[src/rtl/uart_wb_arb.sv]
// Arbiter/sequencer sharing the uart_wb slave port between a CPU Wishbone master and a byte stream.
// Define UART_WB_ARB_RR_EN for round-robin on simultaneous requests; fixed CPU priority otherwise.
module uart_wb_arb #(
    parameter int unsigned DW        = 16,
    parameter int unsigned STALL_MAX = 64
) (
    input  logic          clk,
    input  logic          rst,
    input  logic [1:0]    c_addr,
    input  logic [DW-1:0] c_wdata,
    input  logic          c_we,
    input  logic          c_cyc,
    output logic [DW-1:0] c_rdata,
    output logic          c_ack,
    input  logic [7:0]    s_data,
    input  logic          s_valid,
    output logic          s_ready,
    output logic [1:0]    u_addr,
    output logic [DW-1:0] u_wdata,
    output logic          u_we,
    output logic          u_cyc,
    input  logic [DW-1:0] u_rdata,
    input  logic          u_ack,
    output logic [1:0]    grant
);

    localparam int unsigned CW = $clog2(STALL_MAX + 1);

    typedef enum logic [1:0] {
        S_IDLE  = 2'd0,
        S_CPU   = 2'd1,
        S_STR   = 2'd2,
        S_ABORT = 2'd3
    } state_t;

    state_t        state_q, state_d;
    logic [CW-1:0] cnt_q, cnt_d;
    logic [7:0]    byte_q, byte_d;
    logic          force_q, force_d;
    logic          cpu_wins;
    logic          take_cpu;

`ifdef UART_WB_ARB_RR_EN
    // Last contested winner: 1 = stream, 0 = CPU.
    logic last_q, last_d;
    assign cpu_wins = last_q;
`else
    assign cpu_wins = 1'b1;
`endif

    assign take_cpu = c_cyc && (force_q || !s_valid || cpu_wins);

    always_ff @(posedge clk or posedge rst) begin
        if (rst) begin
            state_q <= S_IDLE;
            cnt_q   <= '0;
            byte_q  <= '0;
            force_q <= 1'b0;
`ifdef UART_WB_ARB_RR_EN
            last_q  <= 1'b1;
`endif
        end else begin
            state_q <= state_d;
            cnt_q   <= cnt_d;
            byte_q  <= byte_d;
            force_q <= force_d;
`ifdef UART_WB_ARB_RR_EN
            last_q  <= last_d;
`endif
        end
    end

    always_comb begin
        state_d = state_q;
        cnt_d   = cnt_q;
        byte_d  = byte_q;
        force_d = force_q;
`ifdef UART_WB_ARB_RR_EN
        last_d  = last_q;
`endif
        unique case (state_q)
            S_IDLE: begin
                if (take_cpu) begin
                    state_d = S_CPU;
                    force_d = 1'b0;
`ifdef UART_WB_ARB_RR_EN
                    if (s_valid) last_d = 1'b0;
`endif
                end else if (s_valid) begin
                    state_d = S_STR;
                    byte_d  = s_data;
                    cnt_d   = '0;
                    force_d = 1'b0;
`ifdef UART_WB_ARB_RR_EN
                    if (c_cyc) last_d = 1'b1;
`endif
                end
            end
            S_CPU: begin
                if (u_ack) state_d = S_IDLE;
            end
            S_STR: begin
                // A stalled stream write yields only when the CPU is actually waiting.
                if (u_ack) begin
                    state_d = S_IDLE;
                end else if ((cnt_q == CW'(STALL_MAX)) && c_cyc) begin
                    state_d = S_ABORT;
                end else if (cnt_q != CW'(STALL_MAX)) begin
                    cnt_d = cnt_q + CW'(1);
                end
            end
            S_ABORT: begin
                state_d = S_IDLE;
                force_d = 1'b1;
`ifdef UART_WB_ARB_RR_EN
                last_d  = 1'b1;
`endif
            end
            default: state_d = S_IDLE;
        endcase
    end

    // Bus steering decoded from the registered state; acks pass straight through.
    always_comb begin
        u_cyc   = 1'b0;
        u_addr  = 2'd0;
        u_we    = 1'b0;
        u_wdata = '0;
        grant   = 2'b00;
        c_ack   = 1'b0;
        c_rdata = '0;
        s_ready = 1'b0;
        unique case (state_q)
            S_CPU: begin
                u_cyc   = 1'b1;
                u_addr  = c_addr;
                u_we    = c_we;
                u_wdata = c_wdata;
                grant   = 2'b01;
                c_ack   = u_ack;
                c_rdata = u_rdata;
            end
            S_STR: begin
                u_cyc   = 1'b1;
                u_we    = 1'b1;
                u_wdata = {{(DW-8){1'b0}}, byte_q};
                grant   = 2'b10;
                s_ready = u_ack;
            end
            S_ABORT: s_ready = u_ack;
            default: ;
        endcase
    end

endmodule

[config.mk]
export PLATFORM = sky130hd
export DESIGN_NAME = uart_wb_arb
export DESIGN_NICKNAME = d
export VERILOG_FILES = /design/src/rtl/uart_wb_arb.sv
export SDC_FILE = /design/constraint.sdc
export NUM_CORES = 1
export LEC_CHECK = 0
export BUFFER_PORTS_ARGS = -buffer_cell sky130_fd_sc_hd__buf_2
export CAP_MARGIN = 20
export CELL_PAD_IN_SITES_DETAIL_PLACEMENT = 1
export CELL_PAD_IN_SITES_GLOBAL_PLACEMENT = 2
export CORE_MARGIN = 10
export CORE_UTILIZATION = 23
export DETAILED_ROUTE_END_ITERATION = 16
export GPL_TIMING_DRIVEN = 0
export PLACE_DENSITY_LB_ADDON = 0.1
export SYNTH_ARGS = -nofsm -noshare
export SYNTH_HDL_FRONTEND = slang
export SYNTH_SLANG_ARGS = --single-unit
export TNS_END_PERCENT = 50
[constraint.sdc]
create_clock -name clk -period 5.13 [get_ports clk]
set_input_delay 0.513 -clock clk [delete_from_list [all_inputs] [get_ports clk]]
set_output_delay 0.513 -clock clk [all_outputs]
set_load 0.05 [all_outputs]
==> results.cfg, run 1 <==
[critical_path]
start_kind = register
path_class = register to output pin
crit_path_end_kind = output pin
cp.required_ps = 4620
path_max_fanout = 10
worstPathArrival_ps = 2250

[drt]
wl_mm = 5.18
vias = 1369
viasPerCell = 4.43
firstDrtPassIters = 3
drc = 0
ant_nets = 0
drt-initial-drc-count = 29
avgRoutedWirePerCell_um = 16.8

[placement]
dp_slack_ps = 2620
dp_hpwl_mm = 4.38
finalWeightedCongestion = 0.741
dpl-instance-area_um2 = 1820
portBuffers = 87

[timing]
setup_violations = 0
drv_slew = 0
fin_crit_sh_pct = 53.8
hold_viol = 0
layout_min_cycle_time_ps = 2760
worst_slew_pin_slew_ps = 694
clock_skew_ps = 2.03
relSlewSlack_pct = 53.7
timing.fmax_ghz = 0.362
rsz0062_at_grt = false
post-route-worst-setup-slack_ps = 2370
finalSetupTns_ps = 0
whs_ps = 358

[cells_and_area]
fin_util_pct = 34.1
final_common_cell = buf_2
fillers = 696
design_area_um2 = 1860
diodes = 0
final_cell_mix = 88 x buf_2, 18 x and2_1, 17 x dfrtp_1
drive_gt1_share_pct = 43.5
nets = 293
syn_to_final_growth_pct = 44.1

[global_routing]
antenna_found_initial = 0
overflow = 0
grt_max_degree = 18
grt_pass1_wl_mm = 8.42
grt_use_total_pct = 11.6
first_global_vias = 1510

[pwr]
power_frac_clock_pct = 9.3
p_seq_share_pct = 19.3
p_comb_share_pct = 71.4
internal_power_uw = 452
peakVddDrop_v = 0.000187
leakage_uw = 0.00100
p_sw_uw = 625
p_per_area_nw_per_um2 = 577
switching_share_pct = 58.0

[cts]
hold_buffers = 0
clk_pin_slew_worst_paths_ps = 70
clk_latency_ps = 250
cts.sink_count = 17
htreeDepth = 1
clockRootBuffer = clkbuf_8
cts_setup_buffers = 0
numCtsBuffers = 3
cts_max_path_buffers = 2
cts_tree = yes
post_cts.resized_instances = 0

[synth]
syn_nets = 201
ys_ff_latch = 17
avgSynthCellArea_um2 = 8.86
ys_types = 38
postSynthCellCount = 146
syn_area_um2 = 1290
yosys_warnings = 0
synthArstFlopShare_pct = 100
yosysSeqAreaShare_pct = 32.9
synth_ff_type = dfrtp_1
synth-edff-count = 0

[die]
die-area_um2 = 9030
die_h_um = 95
die_w_um = 95
io-pin-count = 88
core_um2 = 5470
start_util_pct = 23.6
fp-row-count = 27

[outcome]
status = completed

[flow_run]
drv_cap = 0

[worst_hold_path]
hp-class = input pin to async pin
## cell type report
class / count / area [µm²] / share of cell area [%]
timing repair buffer: 87 / 435 / 23.4
clock buffer: 4 / 45.0 / 2.42
inverter: 9 / 33.8 / 1.81
sequential: 17 / 425 / 22.8
tap: 72 / 90.1 / 4.83
multi-input combinational: 112 / 800 / 42.9
buffer: 8 / 35.0 / 1.88
## power groups by stage
stage / registers (µW) / logic, µW / clock network [µW]
after floorplan: 201 / 597 / 0
after global placement: 211 / 779 / 0
after detailed placement: 212 / 781 / 0
after CTS: 210 / 782 / 105
after global routing: 215 / 834 / 110
final: 208 / 768 / 100
## layer usage
layer	part of all wire [%]	GRT usage, %
met3	8.8	5.47
met5	0	0
met2	50	20.6
met4	0	0.374
met1	41	13.1
## per-stage QoR
stage	power, µW	std cells
5_1_grt	1160	309
3_5_place_dp	993	305
4_1_cts	1100	309
6_report	1080	309
2_1_floorplan	798	146
3_3_place_gp	990	305
## cell usage after synthesis (2+ instances only)
cell / count / area (µm²)
nor2b_1: 9 / 56.3
o31ai_1: 5 / 37.5
a22oi_1: 8 / 60.1
or4_1: 4 / 30.0
a21o_1: 2 / 15.0
and2_1: 18 / 113
mux2_2: 8 / 90.1
a21oi_1: 7 / 35.0
o21ai_0: 5 / 25.0
nor2_1: 6 / 22.5
dfrtp_1: 17 / 425
and3_1: 9 / 56.3
inv_1: 9 / 33.8
ha_1: 7 / 87.6
nand2_1: 2 / 7.51
clkbuf_1: 6 / 22.5
nand4_1: 3 / 18.8
## critical path, cell delays in order, from the launching register on
cell and delay [ps]:
dfrtp_1 420, inv_1 150, ha_1 210, clkbuf_1 430
clkbuf_1 320, and3_1 200, buf_2 270
## worst paths after layout
kind                                   startpoint                endpoint  slack [ps]  cells past startpoint
setup / recovery           state_q[1]$_DFFE_PP0P_             u_wdata[15]        2370                      6
hold reg to reg             byte_q[6]$_DFFE_PP0P_   byte_q[6]$_DFFE_PP0P_         510                      1
hold / removal                                rst   byte_q[1]$_DFFE_PP0P_         360                      2
min in group clk                        s_data[6]   byte_q[6]$_DFFE_PP0P_         490                      2
max in group asynchronous                     rst  state_q[0]$_DFFE_PP0P_        4330                      2
setup reg to reg           state_q[1]$_DFFE_PP0P_    cnt_q[4]$_DFFE_PP0P_        3160                      6
## flip-flops by register name, summed over array words and instances (netlist names)
| signal | flops |
|---|---|
| cnt_q | 7 |
| state_q | 2 |
| byte_q | 8 |
## cells by family after synthesis
logic type / after synthesis / share of synthesized area, %
AND/OR/NAND/NOR: 60 / 28.6
AO/OA/AOI/OAI: 36 / 18.7
buffers and inverters: 17 / 5.32
flip-flops: 17 / 32.9
multiplexers: 9 / 7.74
adder cells (fa/ha/maj): 7 / 6.77
Power figures use the tool's default switching activity.
==> inputs of run 2 (changes only) <==
--- a/config.mk
+++ b/config.mk
@@ -10,7 +10,7 @@
 export CELL_PAD_IN_SITES_DETAIL_PLACEMENT = 1
 export CELL_PAD_IN_SITES_GLOBAL_PLACEMENT = 2
 export CORE_MARGIN = 10
-export CORE_UTILIZATION = 23
+export CORE_UTILIZATION = 19
 export DETAILED_ROUTE_END_ITERATION = 16
 export GPL_TIMING_DRIVEN = 0
 export PLACE_DENSITY_LB_ADDON = 0.1
==> constraint.sdc (replaced) <==
create_clock -name clk -period 2.3 [get_ports clk]
set_input_delay 0.23 -clock clk [delete_from_list [all_inputs] [get_ports clk]]
set_output_delay 0.23 -clock clk [all_outputs]
set_load 0.05 [all_outputs]
==> run 2 against run 1 <==
  * First-iteration DRC count grew 130%
  * Final cell count grew 2.3%
  * Hold slack lost 280 ps
  * Sequential share of layout area shrank 0.33 points
  * Total power grew 120%
  * Cell area grew 1.5%
  * Non-clock buffer count shrank 1
  * Via count grew 2.4%
  * Largest power group unchanged
  * Highest routed layer is now met4
==> results.cfg, run 2 (same netlist as run 1, synthesis figures left out) <==
[outcome]
status = completed

[global_routing]
grt_pass1_wl_mm = 8.50
antenna_found_initial = 0
grt_use_total_pct = 10.2
first_global_vias = 1629
grt_max_degree = 19
overflow = 0

[die]
start_util_pct = 19.3
core_um2 = 6720
fp-row-count = 30
io-pin-count = 88
die-area_um2 = 10500
die_w_um = 103
die_h_um = 103

[cells_and_area]
diodes = 0
largest_register_ffs = 8
regMostFlops = byte_q
top_regs = byte_q x8, cnt_q x7, state_q x2
fin_util_pct = 28.2
fillers = 822
nets = 292
drive_gt1_share_pct = 47.9
instances_no_fill = 316
final_cell_mix = 88 x buf_2, 18 x and2_1, 17 x dfrtp_1
final_common_cell = buf_2
syn_to_final_growth_pct = 46.2

[timing]
worst_slew_pin_slew_ps = 700
whs_ps = 79.1
setup_violations = 0
relSlewSlack_pct = 53.3
rsz0062_at_grt = false
drv_slew = 0
hold_viol = 0
clock_skew_ps = 3.78
fin_crit_sh_pct = 91.7
timing.fmax_ghz = 0.474
layout_min_cycle_time_ps = 2110

[cts]
cts_tree = yes
clk_pin_slew_worst_paths_ps = 70
hold_buffers = 0
clk_latency_ps = 250
cts_max_path_buffers = 2
htreeDepth = 1
numCtsBuffers = 3
clockRootBuffer = clkbuf_8
cts.sink_count = 17

[critical_path]
worstPathArrival_ps = 1880
cp.required_ps = 2070
path_class = register to output pin
path_max_fanout = 10
crit_path_end_kind = output pin
start_kind = register

[pwr]
p_per_area_nw_per_um2 = 1280
peakVddDrop_v = 0.000518
leakage_uw = 0.00102

[placement]
dp_hpwl_mm = 4.43
dp_cells = 313
portBuffers = 87
finalWeightedCongestion = 0.732

[drt]
avgRoutedWirePerCell_um = 16.3
drc = 0
wl_mm = 5.15
drt-initial-drc-count = 68
viasPerCell = 4.44
firstDrtPassIters = 3
vias = 1402
ant_nets = 0

[worst_hold_path]
hp-class = input pin to async pin

[flow_run]
drv_cap = 0
run 2: report_power, final:
part	total, µW	internal (µW)	leakage [µW]	switching (µW)
logic	1730	512	0.000778	1220
registers	466	396	0.000217	69.7
clock network	223	120	0.0000255	103
run 2: layout make-up:
type | instances | area (µm²) | area share (%)
well taps | 80 | 100 | 5.29
repair buffers | 87 | 435 | 23.0
clock buffers | 3 | 41.3 | 2.18
plain buffers | 7 | 38.8 | 2.05
inverters | 9 | 33.8 | 1.79
flip-flops and latches | 17 | 425 | 22.5
clock inverters | 1 | 5.00 | 0.265
multi-input cells | 112 | 812 | 42.9
run 2: final timing paths:
kind / start / to / slack [ps] / depth (start not counted)
worst max-delay path: state_q[1]$_DFFE_PP0P_ / u_wdata[15] / 190 / 6
worst min-delay path: rst / byte_q[5]$_DFFE_PP0P_ / 80 / 2
max in group asynchronous: rst / byte_q[6]$_DFFE_PP0P_ / 1780 / 2
min in group clk: s_data[0] / byte_q[0]$_DFFE_PP0P_ / 210 / 2
worst min register to register: byte_q[0]$_DFFE_PP0P_ / byte_q[0]$_DFFE_PP0P_ / 510 / 1
worst max register to register: state_q[0]$_DFFE_PP0P_ / cnt_q[3]$_DFFE_PP0P_ / 280 / 7
run 2: repair_timing:
| item | in CTS | in global routing |
|---|---|---|
| setup endpoints to repair | 27 | 29 |
| setup buffers | 0 | 0 |
| resized for setup | 2 | 6 |
run 2: critical path, cell delays in order, from the launching register on:
cell and delay (ps):
dfrtp_1 420, inv_1 140, ha_1 210, clkbuf_4 220
clkbuf_2 210, and3_1 160, buf_2 260
run 2: layer usage:
layer	part of all wire [%]	GRT usage, %	up-vias
met3	12	5.76	2
met5	0	0	-
met4	0.16	0.976	0
met1	38	10.4	651
li1	-	-	702
met2	50	18.3	47
run 2: metrics by stage:
stage	total power, µW	area (µm²)	worst slack, ps	setup TNS, ps
detailed placement	2230	1840	104	0
global placement	2240	1840	75.6	0
floorplan	1800	1310	-157	-279
global route	2630	1890	17.5	0
finish	2420	1890	190	0
CTS	2460	1890	35.0	0
